File: config.mk
export PLATFORM = sky130hd
export DESIGN_NAME = struct_rec_reader
export DESIGN_NICKNAME = d
export VERILOG_FILES = /design/src/rtl/struct_rec_pkg.sv /design/src/rtl/struct_rec_reader.sv
export SDC_FILE = /design/constraint.sdc
export NUM_CORES = 1
export LEC_CHECK = 0
export CAP_MARGIN = 20
export CORE_MARGIN = 2
export CORE_UTILIZATION = 30
export DETAILED_ROUTE_END_ITERATION = 12
export DONT_BUFFER_PORTS = 1
export HOLD_SLACK_MARGIN = 0.06
export SKIP_CTS_REPAIR_TIMING = 1
export SYNTH_ARGS = -nofsm -noshare
export SYNTH_HDL_FRONTEND = slang
export SYNTH_SLANG_ARGS = --single-unit
File: constraint.sdc
create_clock -name clk -period 5.31 [get_ports clk]
set_input_delay 0.531 -clock clk [delete_from_list [all_inputs] [get_ports clk]]
set_output_delay 0.531 -clock clk [all_outputs]
set_load 0.02 [all_outputs]
File: src/rtl/struct_rec_pkg.sv
// Shared record/field types and the field-walk helper used by both the record
// writer and reader.
package struct_rec_pkg;

  localparam int X_W_DEF = 32;
  localparam int Z_W_DEF = 4;

  typedef struct packed {
    logic [X_W_DEF-1:0] x;
    logic               y;
    logic [Z_W_DEF-1:0] z;
  } rec_t;

  typedef enum logic [1:0] {
    FLD_X = 2'd0,
    FLD_Y = 2'd1,
    FLD_Z = 2'd2
  } fld_sel_e;

  // Passing SEL_NONE as cur asks for the first enabled field of the record.
  localparam logic [1:0] SEL_NONE = 2'd3;

  typedef struct packed {
    logic     found;
    fld_sel_e sel;
    logic     last;
  } nxt_t;

  // Returns the lowest enabled field after cur and whether nothing follows it.
  function automatic nxt_t next_field(input logic [2:0] mask, input logic [1:0] cur);
    nxt_t r;
    r       = '0;
    r.sel   = FLD_X;
    r.found = 1'b0;
    for (int i = 0; i < 3; i++) begin
      if (!r.found && mask[i] && (cur == SEL_NONE || i > int'(cur))) begin
        r.found = 1'b1;
        r.sel   = fld_sel_e'(i[1:0]);
      end
    end
    r.last = r.found;
    for (int i = 0; i < 3; i++) begin
      if (r.found && mask[i] && i > int'(r.sel)) r.last = 1'b0;
    end
    return r;
  endfunction

endpackage

File: src/rtl/struct_rec_reader.sv
// Takes one {x,y,z} record per load handshake and streams its enabled fields,
// zero-extended and tagged, one per beat on a valid/ready field bus.
module struct_rec_reader
  import struct_rec_pkg::*;
#(
  parameter int X_W   = 32,
  parameter int Z_W   = 4,
  parameter int CNT_W = 16
) (
  input  logic             clk,
  input  logic             rst,
  input  logic             load_valid,
  output logic             load_ready,
  input  logic [X_W-1:0]   load_x,
  input  logic             load_y,
  input  logic [Z_W-1:0]   load_z,
  input  logic [2:0]       load_mask,
  output logic             fld_valid,
  input  logic             fld_ready,
  output logic [1:0]       fld_sel,
  output logic [X_W-1:0]   fld_data,
  output logic             fld_last,
  output logic [CNT_W-1:0] rec_cnt
);

  typedef enum logic [1:0] {
    IDLE   = 2'd0,
    SEND_X = 2'd1,
    SEND_Y = 2'd2,
    SEND_Z = 2'd3
  } state_e;

  state_e         state_q, state_d;
  logic [X_W-1:0] x_q;
  logic           y_q;
  logic [Z_W-1:0] z_q;
  logic [2:0]     mask_q;
  fld_sel_e       sel_q, sel_d;
  logic [X_W-1:0] data_q, data_d;
  logic           last_q, last_d;
  logic           cnt_inc;
  logic           accept;
  nxt_t           nx;

  function automatic logic [X_W-1:0] fdata(input fld_sel_e s, input logic [X_W-1:0] x,
                                           input logic y, input logic [Z_W-1:0] z);
    case (s)
      FLD_X:   fdata = x;
      FLD_Y:   fdata = {{(X_W-1){1'b0}}, y};
      FLD_Z:   fdata = {{(X_W-Z_W){1'b0}}, z};
      default: fdata = '0;
    endcase
  endfunction

  function automatic state_e to_state(input fld_sel_e s);
    case (s)
      FLD_X:   to_state = SEND_X;
      FLD_Y:   to_state = SEND_Y;
      default: to_state = SEND_Z;
    endcase
  endfunction

  assign load_ready = (state_q == IDLE);
  assign accept     = load_valid && load_ready;
  assign fld_valid  = (state_q != IDLE);
  assign fld_sel    = sel_q;
  assign fld_data   = data_q;
  assign fld_last   = last_q;

  always_comb begin
    state_d = state_q;
    sel_d   = sel_q;
    data_d  = data_q;
    last_d  = last_q;
    cnt_inc = 1'b0;
    nx      = '0;
    case (state_q)
      IDLE: begin
        if (accept) begin
          // First beat is built straight from the load inputs so it is
          // presented the cycle after acceptance.
          nx = next_field(load_mask, SEL_NONE);
          if (nx.found) begin
            state_d = to_state(nx.sel);
            sel_d   = nx.sel;
            data_d  = fdata(nx.sel, load_x, load_y, load_z);
            last_d  = nx.last;
          end else begin
            cnt_inc = 1'b1;
          end
        end
      end
      default: begin
        if (fld_ready) begin
          if (last_q) begin
            state_d = IDLE;
            sel_d   = FLD_X;
            data_d  = '0;
            last_d  = 1'b0;
            cnt_inc = 1'b1;
          end else begin
            nx      = next_field(mask_q, sel_q);
            state_d = to_state(nx.sel);
            sel_d   = nx.sel;
            data_d  = fdata(nx.sel, x_q, y_q, z_q);
            last_d  = nx.last;
          end
        end
      end
    endcase
  end

  always_ff @(posedge clk) begin
    if (rst) begin
      state_q <= IDLE;
      sel_q   <= FLD_X;
      data_q  <= '0;
      last_q  <= 1'b0;
      rec_cnt <= '0;
      x_q     <= '0;
      y_q     <= 1'b0;
      z_q     <= '0;
      mask_q  <= '0;
    end else begin
      state_q <= state_d;
      sel_q   <= sel_d;
      data_q  <= data_d;
      last_q  <= last_d;
      if (cnt_inc) rec_cnt <= rec_cnt + CNT_W'(1);
      if (accept) begin
        x_q    <= load_x;
        y_q    <= load_y;
        z_q    <= load_z;
        mask_q <= load_mask;
      end
    end
  end

endmodule

**Yosys cells after proc, flatten, opt, wreduce, memory -nomap -nowiden**

Index checks and enable logic that the tools add are counted.

- Add/sub/neg operators: 1
- Order comparisons: 6
- Equal/unequal tests: 7
- Mux-type cells: 54
- Reduce and logical (&&, ||, !) cells: 28

Operators with widths:

| kind | count |
|---|---|
| $pmux 32 s3 | 2 |
| $mux 32 | 5 |
| $mux 3 | 21 |
| $mux 2 | 10 |
| $add 16x1->16 const B | 1 |
| $logic_and 1x1->1 | 16 |
| $mux 1 | 14 |
| $pmux 2 s2 | 2 |
| $eq 2x2->1 const B | 3 |
| $gt 1x2->1 const A | 3 |
| $gt 2x2->1 const A | 3 |
| $logic_not 2->1 | 3 |
| $eq 2x1->1 const B | 2 |
| $logic_not 1->1 | 4 |
| $ne 2x1->1 const B | 2 |
| $reduce_bool 2->1 | 2 |
| $reduce_and 3->1 | 1 |
| $logic_or 1x1->1 | 2 |

- Bits in registers: 93
- Word-level logic and storage cells: 105

**Depth between registers and ports, before layout**

- Word-level depth: 27
- Mapped depth: 9
- Depth with buffers taken out: 7

**Least setup slack after synthesis**

No wires, ideal clock.

- Path type: reg-to-reg
- From: register sel_q[0] (netlist: fld_sel[0])
- To: register data_q[12] (netlist: fld_data[12])
- Library setup time: 0.132 ns
- Arrival time: 2.067 ns
- Slack: 3.111 ns
- Stages on the path, launching flop included: 10
- Cells stage by stage: dfxtp_1 inv_1 ha_1 a21oi_1 nand3_1 and3_1 buf_2 buf_2 a221oi_1 nor3_1

- Word-level cells in the longest chain between the ends: 25
- Elaborated cells on any way between the ends: 31
- Classes of those cells: order compare (2); eq/ne (3); mux (16); reduce/logical (10)

RTL lines:

| element | line | RTL |
|---|---|---|
| start, declared | struct_rec_reader.sv:38 | `fld_sel_e sel_q, sel_d;` |
| start signal, assigned | struct_rec_reader.sv:126 | `sel_q <= sel_d;` |
| $eq 2x2->1 | struct_rec_pkg.sv:36 | `if (!r.found && mask[i] && (cur == SEL_NONE \|\| i > int'(cur))) begin` |
| $logic_and 1x1->1 | struct_rec_pkg.sv:36 |  |
| $mux 3 | struct_rec_pkg.sv:36 |  |
| $mux 3 | struct_rec_reader.sv:95 | `if (last_q) begin` |
| $mux 3 | struct_rec_reader.sv:94 | `if (fld_ready) begin` |
| $mux 3 | struct_rec_reader.sv:77 | `case (state_q)` |
| $logic_not 1->1 | struct_rec_pkg.sv:36 |  |
| $logic_and 1x1->1 (2 in series) | struct_rec_pkg.sv:36 |  |
| (+8 left out) | - |  |
| $mux 3 (*) | struct_rec_reader.sv:95 |  |
| $mux 3 (*) | struct_rec_reader.sv:94 |  |
| $mux 3 (*) | struct_rec_reader.sv:77 |  |
| $eq 2x2->1, or another cell as far along | struct_rec_reader.sv:47 | `case (s)` |
| $pmux 32 s3 (*) | struct_rec_reader.sv:47 |  |
| $mux 32 (*) | struct_rec_reader.sv:95 |  |
| $mux 32 (*) | struct_rec_reader.sv:94 |  |
| $mux 32 (*) | struct_rec_reader.sv:77 |  |
| end signal, assigned | struct_rec_reader.sv:127 | `data_q <= data_d;` |
| end, declared | struct_rec_reader.sv:39 | `logic [X_W-1:0] data_q, data_d;` |

Mark *: on every way between the ends. The rest lies on a longest branch, timed or not. The select of a mux whose other input is x is not followed.
A chain may end at the register's enable or synchronous reset.

**Worst setup path in the final report**

- From: register state_q[0]
- To: register data_q[20] (netlist: fld_data[20])

- Word-level cells in the longest chain between the ends: 4
- Elaborated cells on any way between the ends: 7
- Classes of those cells: eq/ne (2); mux (1); reduce/logical (4)

RTL lines:

| element | line | RTL |
|---|---|---|
| start, declared | struct_rec_reader.sv:33 | `state_e state_q, state_d;` |
| start signal, assigned | struct_rec_reader.sv:125 | `state_q <= state_d;` |
| $logic_not 2->1 (*) | struct_rec_reader.sv:63 | `assign load_ready = (state_q == IDLE);` |
| via load_ready | struct_rec_reader.sv:13 | `output logic load_ready,` |
| $logic_and 1x1->1 | struct_rec_reader.sv:64 | `assign accept = load_valid && load_ready;` |
| $ne 2x1->1 (no source line) | - |  |
| $reduce_and 3->1 (no source line) | - |  |

Mark *: on every way through the listed nets, which the timed path passes. The rest lies on a longest branch.

==> impl_results.md <==
* Status: finished, final reports clean
* Layout area overhead at 10.8%
* Largest net degree at the start of global routing at 94
* TritonCTS clock tree: built
* FF-to-FF setup slack at 2.62 ns
* GPL Wtd Cong at between 0.7 and 0.8
* Final hold violations at 0
* Critical path launch point type: flip-flop
* Multi-input gate area in the final layout at 1830 um^2
* Hold Path Depth at 1
* GRT Util Overall at 15.0%
* Antenna-violating nets left at 0
* Final HPWL DP at about 6600 um
* DR pass1 iterations at 4
* Final setup violation count at 0
* Tot Pwr at about 2.4 mW
* Layout Cells excl Fill at 639
* Critical Path Source: state_q[0]
* CP endpoint kind: flip-flop
* Post-synthesis sequential area ratio at between 40% and 50%
* Die Wd at between 100 and 150 um
* Distinct cell type count after synthesis at 34
* Clk root buf: clkbuf_16
* Min-delay src: rst
* Maximum buffer depth of the clock tree at 2
* Hold Crit Class: input pin to flip-flop
* First-pass GRT wire length at approximately 17,000 um
* Avg Vias per Cell at ~5.2
* Synth warn at 0
* Total grt overflow at 0
* WP data arrival at 2.95 ns
* Worst EP required at approximately 5.6 ns
* Setup CP Type: flip-flop to flip-flop
* Most frequent cells in the layout: 96 x nand2_1, 93 x dfxtp_1, 62 x nor2_1
* Syn Inst Count at between 400 and 500
* Peak VDD IR at 0.000140 V
* FF/Latch Area at 1860 um^2
* Worst reg-to-reg path cell count at 7
* Drt total wl at approximately 10,000 um
* Starting Density at 30.7%
* Reg clk slew, reported paths at 0.06 ns
* Most common cell after layout, fill and taps aside: nand2_1
* Fmax at 372 MHz
* Reg2reg start: state_q[0]
* Syn Std Cell Area at around 3900 um^2
* Routed WL per cell at 15.8 um
* Unrepaired setup endpoints after global routing: no
* Initial DRC Count at 173
* Crit path max fanout at 15
* Share of cells above drive strength 1 at 5.35%
* Initial antenna violation count at 0
* WHS Endpoint: x_q[15]
* Post-synthesis area per instance at 7.99 um^2
* Power density over cell area at 559 nW/um^2
* Drt drc at 0
* Rows at 41
* Sink Count at between 90 and 100
* Worst reg2reg endpoint: fld_data[20]
* Port buffer count at 0
* # fillers at 1,315
* Dpl cells at 621
* Via Count at approximately 3,300
* Max Cap Viol at 0
* Top-Level Pins at 97
* Clk Latency, worst-skew pair at 0.34 ns
* Relative slew slack at between 30% and 40%
* Tcrit/Tclk final at around 51%
* Core area at 12,600 um^2
* Final WS setup at around 2.6 ns
* Full die area at 13,800 um^2
* Post-synth net total at 529
* Cts bufs inserted at 9
* Synth Register Bits at 93
* Min Hold Slack at 0.251 ns
* Max H-tree Level at 3
* Dpl ws at 2.34 ns
* Fin. max-slew vios at 0
* Die height at 117 um
* Nets at 509
* Slew @ Worst Pin at 0.914 ns
* TNS Setup at 0 ns
* Vias in the first global route at ~3,200
* Clk_skew at 0.00429 ns
* Crit path time final at 2.69 ns
* P_leak at about 1.5 nW
* Ant. Diodes at 0
==> power by group <==
part           leakage (nW)  internal (mW)  switching, mW  total, mW
clock                 0.147          0.365          0.270      0.635
combinational         0.582          0.229          0.442      0.672
sequential            0.763          0.849          0.229       1.08
total                  1.49           1.44          0.942       2.39
==> metrics by stage <==
| step | utilization (%) | cell area [um^2] |
|---|---|---|
| floorplan | - | 3850 |
| global placement | 31.4 | 3950 |
| detailed placement | 31.4 | 3950 |
| CTS | 33.7 | 4240 |
| global route | 34.0 | 4270 |
| finish | 34.0 | 4270 |
==> per-layer routing <==
metal  global-route usage [%]  up-vias  share of wire (%)
met3                     7.25       14                 10
met1                     17.9     1573                 43
met4                     5.80        0                1.4
met5                        0        -                  0
li1                         -     1646                  -
met2                     23.2       94                 46
==> critical path: stages (launching register included) <==
cell      delay (ns)
dfxtp_1         0.39
or2_1           0.53
inv_2           0.24
nor2_2          0.30
and3_1          0.60
buf_8           0.24
a221oi_1        0.09
nor3_1          0.20
==> registers in the layout (all words and copies together), names as in the netlist <==
| register | count |
|---|---|
| rec_cnt | 16 |
| fld_sel | 2 |
| mask_q | 3 |
| fld_data | 32 |
| state_q | 2 |
| fld_last | 1 |
| x_q | 32 |
| z_q | 4 |
| y_q | 1 |
==> synthesized netlist by cell type (all sizes together) <==
cell    instances  area share [%]
nand2          96             9.4
dfxtp          93              48
nor2           63             6.2
a21oi          49             6.4
nor3           37             4.8
a221oi         29             6.6
clkbuf         24             2.3
buf            12             1.6
o21ai           9             1.2
xnor2           9             2.0
and3            7             1.1
a211oi          6             1.2
inv             6            0.58
nand3           6            0.78
nand4           6            0.97
xor2            5             1.1
a32oi           4            0.91
nor4            4            0.65
ha              3            0.97
or3             2            0.32
a22o            1            0.23
a22oi           1            0.32
a31oi           1            0.16
a32o            1            0.26
and2            1            0.16
nand2b          1            0.16
nor3b           1            0.32
o211ai          1            0.19
o21a            1            0.19
o22ai           1            0.16
o311a           1            0.26
or2             1            0.16
==> cell families after synthesis <==
group / synth area share [%]
and+or+nand+nor: 25.0
xor gates and xnor gates: 3.18
adders and majority gates: 0.974
buffers and inverters: 4.48
DFF: 48.3
AOI/OAI and AO/OA: 18.0
==> area by class of cell <==
cell class | instances | area share [%]
flip-flops and latches | 93 | 43.6
multi-input cells | 347 | 42.8
clock buffers | 10 | 5.36
well taps | 172 | 5.04
clock inverters | 6 | 1.47
repair buffers | 5 | 1.23
inverters | 6 | 0.528
==> worst max path at each step <==
stage / to / slack, ns / cells past startpoint
finish: fld_data[20] / 2.62 / 7
global route: fld_data[24] / 2.31 / 8
CTS: fld_data[11] / 2.33 / 6
detailed placement: fld_data[30] / 2.34 / 6
global placement: fld_data[28] / 2.46 / 6
floorplan: fld_data[12] / 3.11 / 9
(Power assumes the default switching activity.)
